`src/rtl/instr_fetch_ctrl_pkg.sv`:
```
// Shared definitions for the instruction fetch controller.
// Holds the controller state encoding, the opcode constants that the
// decoder cares about, and the fault code values reported on faultCode.
package instr_fetch_ctrl_pkg;

  // Controller states (legacy-compatible plain constants)
  localparam logic [2:0] ST_IDLE   = 3'd0;
  localparam logic [2:0] ST_FETCH  = 3'd1;
  localparam logic [2:0] ST_DECODE = 3'd2;
  localparam logic [2:0] ST_EXEC   = 3'd3;
  localparam logic [2:0] ST_HALT   = 3'd4;
  localparam logic [2:0] ST_FAULT  = 3'd5;

  // Opcodes held in IR[15:12]
  localparam logic [3:0] OP_NOP  = 4'h0;
  localparam logic [3:0] OP_ADDI = 4'h1;
  localparam logic [3:0] OP_SUBI = 4'h2;
  localparam logic [3:0] OP_HALT = 4'hF;

  // Values reported on faultCode
  typedef enum logic [1:0] {
    FC_NONE    = 2'b00,
    FC_ILLEGAL = 2'b01,
    FC_TIMEOUT = 2'b10
  } fault_code_e;

  // An opcode is accepted when its bit is set in the one-hot legal mask.
  function automatic logic op_is_legal(input logic [15:0] mask, input logic [3:0] op);
    return mask[op];
  endfunction

endpackage

```
`src/rtl/instr_fetch_ctrl_watchdog.sv`:
```
// exec_watchdog: counts EXEC cycles and flags when an instruction has
// used its full budget of TIMEOUT cycles without completing.
// Ports:
//   clk, rst_n : clock and asynchronous active-low reset
//   clear      : zero the counter (issued as an instruction enters EXEC)
//   enable     : count this cycle (high while in EXEC)
//   expired    : high during the TIMEOUT-th enabled cycle since clear
module exec_watchdog #(
  parameter int unsigned TIMEOUT = 255
) (
  input  logic clk,
  input  logic rst_n,
  input  logic clear,
  input  logic enable,
  output logic expired
);

  // Enough bits to hold TIMEOUT-1, the count seen during the last allowed cycle
  localparam int unsigned CW = (TIMEOUT < 2) ? 1 : $clog2(TIMEOUT);
  localparam logic [CW-1:0] LIMIT = CW'(TIMEOUT - 1);

  logic [CW-1:0] cnt_q;
  logic [CW-1:0] cnt_d;

  // The counter holds k-1 during the k-th EXEC cycle, so expiry lands on cycle TIMEOUT
  assign expired = enable && (cnt_q == LIMIT);

  // Next-count logic: clear wins, then count until the limit is reached
  always_comb begin
    cnt_d = cnt_q;
    if (clear) begin
      cnt_d = '0;
    end else if (enable && !expired) begin
      cnt_d = cnt_q + CW'(1);
    end else begin
      cnt_d = cnt_q;
    end
  end

  // Counter register
  always_ff @(posedge clk or negedge rst_n) begin
    if (!rst_n) begin
      cnt_q <= '0;
    end else begin
      cnt_q <= cnt_d;
    end
  end

endmodule

```
`src/rtl/instr_fetch_ctrl.sv`:
```
// instr_fetch_ctrl: fetch/decode/dispatch controller for a small CPU.
// Fetches a word at PC, decodes the opcode in IR[15:12], handles NOP and
// HALT itself and hands other legal instructions to the execution FSMs
// through the instruction output until they signal done.
// Ports:
//   clk, rst           : clock, asynchronous active-low reset
//   run                : level, allows leaving IDLE
//   memReq/memAddr     : read request and address (address is PC)
//   memAck/memData     : read completion and returned word
//   instruction        : IR while in EXEC, zero otherwise
//   pcInc/done         : PC increment and completion from execution FSMs
//   busy/halted/fault  : status flags
//   faultCode          : 00 none, 01 illegal opcode, 10 exec timeout
//   retired            : count of completed instructions (wraps)
module instr_fetch_ctrl
  import instr_fetch_ctrl_pkg::*;
#(
  parameter logic [15:0] LEGAL_OPS = 16'h8007,
  parameter int unsigned TIMEOUT   = 255
) (
  input  logic        clk,
  input  logic        rst,
  input  logic        run,
  output logic        memReq,
  output logic [15:0] memAddr,
  input  logic        memAck,
  input  logic [15:0] memData,
  output logic [15:0] instruction,
  input  logic        pcInc,
  input  logic        done,
  output logic        busy,
  output logic        halted,
  output logic        fault,
  output logic [1:0]  faultCode,
  output logic [15:0] retired
);

  logic [2:0]  state_q,   state_d;
  logic [15:0] pc_q,      pc_d;
  logic [15:0] ir_q,      ir_d;
  logic [15:0] retired_q, retired_d;
  fault_code_e fcode_q,   fcode_d;

  // Output flops are loaded from next-state values so that they line up
  // with the state register and clear asynchronously with it.
  logic        memreq_q,  memreq_d;
  logic [15:0] instr_q,   instr_d;
  logic        busy_q,    busy_d;
  logic        halted_q,  halted_d;
  logic        fault_q,   fault_d;

  logic [3:0]  op_s;
  logic        wd_clear_s;
  logic        wd_en_s;
  logic        wd_expired_s;

  assign op_s = ir_q[15:12];

  exec_watchdog #(
    .TIMEOUT (TIMEOUT)
  ) u_watchdog (
    .clk     (clk),
    .rst_n   (rst),
    .clear   (wd_clear_s),
    .enable  (wd_en_s),
    .expired (wd_expired_s)
  );

  // Next-state, PC, IR, retired and fault-code logic
  always_comb begin
    state_d    = state_q;
    pc_d       = pc_q;
    ir_d       = ir_q;
    retired_d  = retired_q;
    fcode_d    = fcode_q;
    wd_clear_s = 1'b0;
    wd_en_s    = 1'b0;
    case (state_q)
      ST_IDLE: begin
        if (run) begin
          state_d = ST_FETCH;
        end else begin
          state_d = ST_IDLE;
        end
      end
      ST_FETCH: begin
        if (memAck) begin
          ir_d    = memData;
          state_d = ST_DECODE;
        end else begin
          state_d = ST_FETCH;
        end
      end
      ST_DECODE: begin
        // Legality is checked first so a mask without NOP/HALT still faults them
        if (!op_is_legal(LEGAL_OPS, op_s)) begin
          fcode_d = FC_ILLEGAL;
          state_d = ST_FAULT;
        end else if (op_s == OP_NOP) begin
          pc_d      = pc_q + 16'd1;
          retired_d = retired_q + 16'd1;
          state_d   = ST_FETCH;
        end else if (op_s == OP_HALT) begin
          retired_d = retired_q + 16'd1;
          state_d   = ST_HALT;
        end else begin
          wd_clear_s = 1'b1;
          state_d    = ST_EXEC;
        end
      end
      ST_EXEC: begin
        wd_en_s = 1'b1;
        if (pcInc) begin
          pc_d = pc_q + 16'd1;
        end else begin
          pc_d = pc_q;
        end
        // done beats the watchdog when both land on the same cycle
        if (done) begin
          retired_d = retired_q + 16'd1;
          state_d   = ST_FETCH;
        end else if (wd_expired_s) begin
          fcode_d = FC_TIMEOUT;
          state_d = ST_FAULT;
        end else begin
          state_d = ST_EXEC;
        end
      end
      ST_HALT: begin
        state_d = ST_HALT;
      end
      ST_FAULT: begin
        state_d = ST_FAULT;
      end
      default: begin
        // Unreachable encodings recover to a safe idle
        state_d = ST_IDLE;
      end
    endcase
  end

  // Output values for the cycle following the coming edge
  always_comb begin
    memreq_d = (state_d == ST_FETCH);
    busy_d   = (state_d == ST_FETCH) || (state_d == ST_DECODE) || (state_d == ST_EXEC);
    halted_d = (state_d == ST_HALT);
    fault_d  = (state_d == ST_FAULT);
    if (state_d == ST_EXEC) begin
      instr_d = ir_d;
    end else begin
      instr_d = 16'h0000;
    end
  end

  // State and datapath registers
  always_ff @(posedge clk or negedge rst) begin
    if (!rst) begin
      state_q   <= ST_IDLE;
      pc_q      <= 16'h0000;
      ir_q      <= 16'h0000;
      retired_q <= 16'h0000;
      fcode_q   <= FC_NONE;
    end else begin
      state_q   <= state_d;
      pc_q      <= pc_d;
      ir_q      <= ir_d;
      retired_q <= retired_d;
      fcode_q   <= fcode_d;
    end
  end

  // Registered outputs
  always_ff @(posedge clk or negedge rst) begin
    if (!rst) begin
      memreq_q <= 1'b0;
      instr_q  <= 16'h0000;
      busy_q   <= 1'b0;
      halted_q <= 1'b0;
      fault_q  <= 1'b0;
    end else begin
      memreq_q <= memreq_d;
      instr_q  <= instr_d;
      busy_q   <= busy_d;
      halted_q <= halted_d;
      fault_q  <= fault_d;
    end
  end

  assign memReq      = memreq_q;
  assign memAddr     = pc_q;
  assign instruction = instr_q;
  assign busy        = busy_q;
  assign halted      = halted_q;
  assign fault       = fault_q;
  assign faultCode   = fcode_q;
  assign retired     = retired_q;

endmodule

```
`config.mk`:
```
export PLATFORM = sky130hd
export DESIGN_NAME = instr_fetch_ctrl
export DESIGN_NICKNAME = d
export VERILOG_FILES = /design/src/rtl/instr_fetch_ctrl_pkg.sv /design/src/rtl/instr_fetch_ctrl_watchdog.sv /design/src/rtl/instr_fetch_ctrl.sv
export SDC_FILE = /design/constraint.sdc
export NUM_CORES = 1
export LEC_CHECK = 0
export ABC_AREA = 1
export BUFFER_PORTS_ARGS = -buffer_cell sky130_fd_sc_hd__buf_4
export CAP_MARGIN = 20
export CORE_ASPECT_RATIO = 1.25
export CORE_MARGIN = 2
export CORE_UTILIZATION = 52
export CTS_BUF_LIST = sky130_fd_sc_hd__clkbuf_4 sky130_fd_sc_hd__clkbuf_8
export CTS_CLUSTER_SIZE = 40
export DETAILED_ROUTE_END_ITERATION = 8
export PLACE_DENSITY = 0.75
export SYNTH_ARGS = -nofsm -noshare
export SYNTH_HDL_FRONTEND = slang
export SYNTH_SLANG_ARGS = --single-unit
```
`constraint.sdc`:
```
create_clock -name clk -period 3.6 [get_ports clk]
set_clock_uncertainty 0.05 [all_clocks]
set_input_delay 0.18 -clock clk [delete_from_list [all_inputs] [get_ports clk]]
set_output_delay 0.18 -clock clk [all_outputs]
set_load 0.01 [all_outputs]
```
# Word level (Yosys, flattened, before mapping)
# Memory sizes are Yosys's and may differ from the RTL's.
# Index checks and enable logic that the tools add are counted.
dict set report totals {
  regBits 81
  input_bits 22
  memories 1
  rom_bits 16
  word_cells 80
  out_inout_bits 54
}
dict set report op_classes {
  n_mux 32
  order_cmp 1
  reduce_logical 12
  n_eq_ne 20
  add_sub_neg 3
}
# name depth word_bits rd rd_clocked_by_memory_dff write_ports line
set memory_table {}
lappend memory_table {{(no name shown)} 16 1 1 0 0 instr_fetch_ctrl_pkg.sv:29} ;# return mask[op];
# op count
set op_table {}
lappend op_table {{$mux W16} 10}
lappend op_table {{$pmux W16 S2} 2}
lappend op_table {{$add A16 B1 Y16 const B} 2}
lappend op_table {{$pmux W3 S6} 1}
lappend op_table {{$mux W8} 2}
lappend op_table {{$mux W3} 5}
lappend op_table {{$eq A3 B2 Y1 const B} 4}
lappend op_table {{$eq A3 B3 Y1 const B} 4}
lappend op_table {{$ne A2 B2 Y1 const B} 6}
lappend op_table {{$reduce_and A4 Y1} 3}
lappend op_table {{$add A8 B1 Y8 const B} 1}
lappend op_table {{$eq A8 B8 Y1 const B} 1}
lappend op_table {{$mux W2} 4}
lappend op_table {{$mux W1} 7}
lappend op_table {{$eq A3 B1 Y1 const B} 2}
lappend op_table {{$lt A4 B5 Y1 const B} 1}
lappend op_table {{$eq A4 B4 Y1 const B} 1}
lappend op_table {{$logic_not A4 Y1} 1}
lappend op_table {{$pmux W2 S2} 1}
lappend op_table {{$reduce_bool A2 Y1} 2}
lappend op_table {{$logic_not A3 Y1} 1}
lappend op_table {{$ne A3 B3 Y1 const B} 1}
lappend op_table {{$logic_and A1 B1 Y1} 2}
lappend op_table {{$logic_or A1 B1 Y1} 2}
lappend op_table {{2 further kinds} 2}

# Depth between registers and ports, before layout
dict set report logic_depth {
  depth_word 9
  ltp_mapped 10
  depth_no_buf 10
}

# Hierarchy
# A second synthesis with hierarchy kept.
dict set report hier_totals {
  cells_unflattened 528
  area_unflattened_um2 4194.0
}
# module cells_each area_per_inst_um2 seq_area_each_um2 n_inst
set modules_own_cells {}
lappend modules_own_cells {instr_fetch_ctrl 456 3659.8 1826.8 1}
lappend modules_own_cells {exec_watchdog 72 534.3 200.2 1}

# Least setup slack after synthesis
# No wires, ideal clock.
dict set report synth_timing {
  path_kind {register to register}
  start {reg u_watchdog.cnt_q[0]}
  end {reg instr_q[10], in the netlist instruction[10]}
  setup_ns 0.118
  required_ns 3.432
  stages_incl_launch_ff 11
  synth_period_minus_slack_ns 1.478
  arrival_time_ns 1.310
  path_buffers 1
  setup_slack_ns 2.122
  cell_sequence {dfrtp_1 -> inv_1 -> ha_1 -> inv_1 -> nor2_1 -> nand2_1 -> nand2_1 -> inv_2 -> nor2_4 -> buf_6 -> nor2_1}
}
dict set report synth_via {
  elab_chain_cells 7
}
# element line
set synth_lines {}
lappend synth_lines {{start: declaration} instr_fetch_ctrl_watchdog.sv:22} ;# logic [CW-1:0] cnt_q;
lappend synth_lines {{start signal: assignment} instr_fetch_ctrl_watchdog.sv:45} ;# cnt_q <= cnt_d;
lappend synth_lines {{$eq A8 B8 Y1} instr_fetch_ctrl_watchdog.sv:26} ;# assign expired = enable && (cnt_q == LIMIT);
lappend synth_lines {{$logic_and A1 B1 Y1} instr_fetch_ctrl_watchdog.sv:26}
lappend synth_lines {{$mux W3} instr_fetch_ctrl.sv:122} ;# end else if (wd_expired_s) begin
lappend synth_lines {{$mux W3} instr_fetch_ctrl.sv:119} ;# if (done) begin
lappend synth_lines {{$pmux W3 S6} instr_fetch_ctrl.sv:78} ;# case (state_q)
lappend synth_lines {{$eq A3 B2 Y1} instr_fetch_ctrl.sv:148} ;# if (state_d == ST_EXEC) begin
lappend synth_lines {{$mux W16} instr_fetch_ctrl.sv:148}
lappend synth_lines {{via instr_d[10]} instr_fetch_ctrl.sv:47} ;# logic [15:0] instr_q, instr_d;
lappend synth_lines {{end signal: assignment} instr_fetch_ctrl.sv:182} ;# instr_q <= instr_d;
lappend synth_lines {{end: declaration} instr_fetch_ctrl.sv:47}
# The timed path passes the listed nets, and every way through them passes these cells.
# A chain may end at the register's enable or synchronous reset.

# Worst setup path in the final report
dict set report layout_timing {
  start {reg state_q[1]}
  end {reg instr_q[3], in the netlist instruction[3]}
}
dict set report layout_via {
  elab_chain_cells 8
  elab_cells_between_ends 14
  classes_between {eq/ne (6); mux (6); reduce/logical (2)}
}
# element line
set layout_lines {}
lappend layout_lines {{start: declaration} instr_fetch_ctrl.sv:38} ;# logic [2:0] state_q, state_d;
lappend layout_lines {{start signal: assignment} instr_fetch_ctrl.sv:164} ;# state_q <= state_d;
lappend layout_lines {{$eq A3 B2 Y1} instr_fetch_ctrl.sv:78}
lappend layout_lines {{$mux W1} instr_fetch_ctrl.sv:78}
lappend layout_lines {{$logic_and A1 B1 Y1} instr_fetch_ctrl_watchdog.sv:26}
lappend layout_lines {{$mux W3} instr_fetch_ctrl.sv:122}
lappend layout_lines {{$mux W3} instr_fetch_ctrl.sv:119}
lappend layout_lines {{$pmux W3 S6} instr_fetch_ctrl.sv:78}
lappend layout_lines {{$eq A3 B2 Y1} instr_fetch_ctrl.sv:148}
lappend layout_lines {{$mux W16 *} instr_fetch_ctrl.sv:148}
lappend layout_lines {{via instr_d[3]} instr_fetch_ctrl.sv:47}
# Mark *: on every way through the listed nets, which the timed path passes. The rest lies on a longest branch.

==> impl.org <==
** Timing
- Smallest hold slack :: 68.02 ps
- Hold Fails Final Rpt :: 0
- The final number of max-transition violations is 0.
- Setup repair after global routing missed its margin :: false
- Setup violations remaining at the end of the flow were counted as 0.
- The routed design could run at a clock period as short as 1959 ps.
- Slew at the pin closest to its max-slew limit :: 560.6 ps
- Based on the critical path, the design can be clocked at up to 0.5106 GHz.
- Max_slew headroom :: 62.54%
- Summed over all failing endpoints, the final setup total negative slack is 0 ps.
- The worst path uses 54.40% of the clock period.

** GRT
- Pin count of the biggest net entering global routing :: 82
- For this run, the total global-route usage over all layers was measured as 22.34%.
- Initial antenna violation count :: 0
- The first global-routing pass estimated 15790 um of wire.
- For this run the aggregate overflow at the end of global routing stands at 0.
- The via count of the first global-routing pass was 3540.

** CTS
- Clock slew at reported path FFs :: 80 ps
- The clock passes through at most 2 buffers.
- For this design, the sink count on the clock tree is 81.
- CTS buffer count :: 9
- In this run the number of H-tree levels came out at 3.
- Once the clock tree was built, the resizer swapped 0 gates to a different size.
- CTS tree :: built
- Cell chosen for the clock root :: sky130_fd_sc_hd__clkbuf_8
- The clock reaches the later pin of the worst-skew pair after 360 ps.

** Hold path
- Class of the worst hold path :: primary input to flop

** Route
- After detailed routing, the average wire length per cell comes to 12.86 um.
- TritonRoute pass-1 iters :: 4
- DRC errors left :: 0
- After detailed routing, the total wire length is 9041 um.
- Number of antenna-violating nets in the routed design :: 0
- Vias :: 3594
- The first routing iteration left 153 violations.
- Via density per instance :: 5.112

** Critical path
- For the worst setup path, the data arrival time is 2140 ps.
- Sort of element at the end of the critical path :: flop
- Category of the most critical setup path :: flop to flop
- Critical path buffer and inverter count :: 3
- The largest single stage delay on the critical path is 480 ps.
- In this design, the largest share of critical-path delay is due to simple AND/OR/NAND/NOR gates.
- Along the worst path, the maximum fanout reaches 20.
- The slowest stage of the critical path is the sky130_fd_sc_hd__dfrtp_1 cell.
- STA classifies the critical path startpoint as a flop.
- STA puts the critical path data required time at 3780 ps.
- Chain of cells forming the critical path :: inv_2, nand2_1, inv_1, nand2_1, inv_2, o21ai_0, nor2_1

** Power and ir drop
- Maximum VDD drop :: 0.2919 mV
- Leakage power figure :: 2.618 nW
- Dividing total power by cell area gives a power density of 351.8 nW/um^2.
- After layout, the design draws a total of 0.001774 W.

** Logic synthesis
- After synthesis the netlist holds a flip-flop and latch count of 81.
- When the netlist entered floorplanning its net count stood at 549.
- Ranking of synthesized cells by area :: sky130_fd_sc_hd__dfrtp_1 49%, sky130_fd_sc_hd__nand2_1 17%, sky130_fd_sc_hd__nor2_1 5.8%, sky130_fd_sc_hd__inv_1 4.6%, sky130_fd_sc_hd__nand3_1 3.9%
- A synthesized cell averages 7.935 sq um.
- Most frequently used cell type in the post-synthesis netlist :: sky130_fd_sc_hd__nand2_1
- Summing the sequential cell areas from Yosys gives 48.84% of the chip area.
- Most frequently used flop master after synthesis :: sky130_fd_sc_hd__dfrtp_1
- In the synthesized netlist, the cells that appear most often are 183 x sky130_fd_sc_hd__nand2_1, 81 x sky130_fd_sc_hd__dfrtp_1, 64 x sky130_fd_sc_hd__nor2_1, 51 x sky130_fd_sc_hd__inv_1, 32 x sky130_fd_sc_hd__nand3_1.
- The synthesized design contains 0 enable-type register cells.
- The mapped netlist covers 4150 sq um.
- Area fraction of the dominant cell type after synthesis :: 48.84%
- The Yosys step of the flow raised 0 warnings.
- Yosys mapped the design onto 28 distinct sky130hd cell types.
- Library cell with the largest summed area after synthesis :: sky130_fd_sc_hd__dfrtp_1
- In the synthesized netlist the async set-or-reset flop fraction comes to 100.0%.
- Number of instances in the synthesized netlist :: 523

** Layout
- The repair_antennas step left the layout with diodes totalling 0.
- After the last flow step, the layout net total stands at 629.
- Final instance count without filler cells :: 703
- The layout has 662 filler cells.
- Compared with the post-synthesis result, the final layout area differs by 21.50%.
- Cells with a size suffix above 1 make up 22.86% of the layout.

** Job
- Across the run, the number of max-cap violations was 0.

** Placed design
- Estimated wirelength of the detail-placed design :: 6234 um
- The congestion estimate from routability-driven global placement came to 0.8548.
- # placed instances :: 685
- Buffers placed on the I/O ports in this run total 75.

** Floorplanning
- The floorplan step set the die width to 83.91 um.
- FP Rows :: 36
- The floorplan step defined a die boundary enclosing 8716 sq um.
- Starting density of the core :: 53.26%
- Die H :: 103.9 um
- In this run the standard cell core region covers 7792 sq um.
- I/O pin cnt :: 76

** Outcome
- The run finished with clean final reports.
## stage by stage
stage	instance area, sq um	worst slack (ps)	utilization [%]
finish	5042	1641	64.71
global route	5042	1417	64.71
CTS	5015	1618	64.35
detailed placement	4753	1628	61.00
global placement	4753	1795	61.00
floorplan	4150	2122	-
## layout by cell type, fill, tap and decap left out, types with 4 or more instances in the layout
cell type	instances
sky130_fd_sc_hd__inv_1	51
sky130_fd_sc_hd__nand3b_1	7
sky130_fd_sc_hd__o21ai_2	10
sky130_fd_sc_hd__xor2_1	9
sky130_fd_sc_hd__o21ai_0	13
sky130_fd_sc_hd__dfrtp_1	81
sky130_fd_sc_hd__ha_1	4
sky130_fd_sc_hd__nand2_1	183
sky130_fd_sc_hd__or2_2	17
sky130_fd_sc_hd__xnor2_1	7
sky130_fd_sc_hd__nand4_1	10
sky130_fd_sc_hd__clkbuf_8	10
sky130_fd_sc_hd__nor2_1	64
sky130_fd_sc_hd__nand3_1	32
sky130_fd_sc_hd__inv_2	6
sky130_fd_sc_hd__o21ai_1	4
sky130_fd_sc_hd__buf_4	75
## registers in the layout, summed over array words and instances, names as in the netlist
| name | count |
|---|---|
| memAddr | 16 |
| retired | 16 |
| u_watchdog.cnt_q | 8 |
| memReq | 1 |
| faultCode | 2 |
| ir_q | 16 |
| busy | 1 |
| fault | 1 |
| state_q | 3 |
| halted | 1 |
| instruction | 16 |
## path summary, 6_finish.rpt
check,from,endpoint,slack [ps],depth (start not counted)
hold / removal,memData[7],ir_q[7]$_DFF_PN0_,70,4
min in group asynchronous,rst,memAddr[12]$_DFFE_PN0P_,240,2
setup / recovery,state_q[1]$_DFF_PN0_,instruction[3]$_DFF_PN0_,1640,7
hold reg to reg,ir_q[7]$_DFF_PN0_,ir_q[7]$_DFF_PN0_,430,2
max in group asynchronous,rst,ir_q[6]$_DFF_PN0_,2680,3
setup reg to reg,state_q[1]$_DFF_PN0_,instruction[3]$_DFF_PN0_,1640,7
## layer usage
metal / part of all wire [%] / track usage (%) / vias to the layer above / wire (um)
met5: 0 / 0 / - / 0
met4: 1.8 / 10.83 / 0 / 159
met1: 41 / 25.92 / 1718 / 3719
met2: 53 / 38.97 / 84 / 4786
met3: 4.2 / 4.683 / 12 / 376
li1: - / - / 1780 / -
## logic make-up after synthesis
family          share of synthesized area [%]
buf+inv                                 7.205
xor+xnor                                3.377
simple gates                            34.91
fa+ha+maj                               1.206
compound gates                          4.462
flops                                   48.84
## area by class of cell
class                   count  area, sq um  area share (%)
clock buffers              12        152.6           3.027
clock inverters             4        98.84           1.960
inverters                  58        220.2           4.367
multi-input cells         376         1824           36.18
flip-flops and latches     81         2027           40.20
well taps                  95        118.9           2.357
repair buffers             77        600.6           11.91
## worst min-delay path, delay by kind of cell
kind	cells	cell delay, ps
buffers and inverters	2	120
and+or+nand+nor	1	100
AOI/OAI and AO/OA	1	50
## what timing repair did
item	in CTS	in global routing
hold buffers	1	0
setup buffers	0	0
endpoints found under the hold margin	81	0
## report_power, final
part	total [W]	internal (W)	switching (W)	leakage [nW]
Combinational	0.0000400	0.0000183	0.0000217	1.39
Sequential	0.000909	0.000909	0	1.10
Clock	0.000825	0.000498	0.000327	0.128
Note: power is estimated with default switching activity, not from simulation.
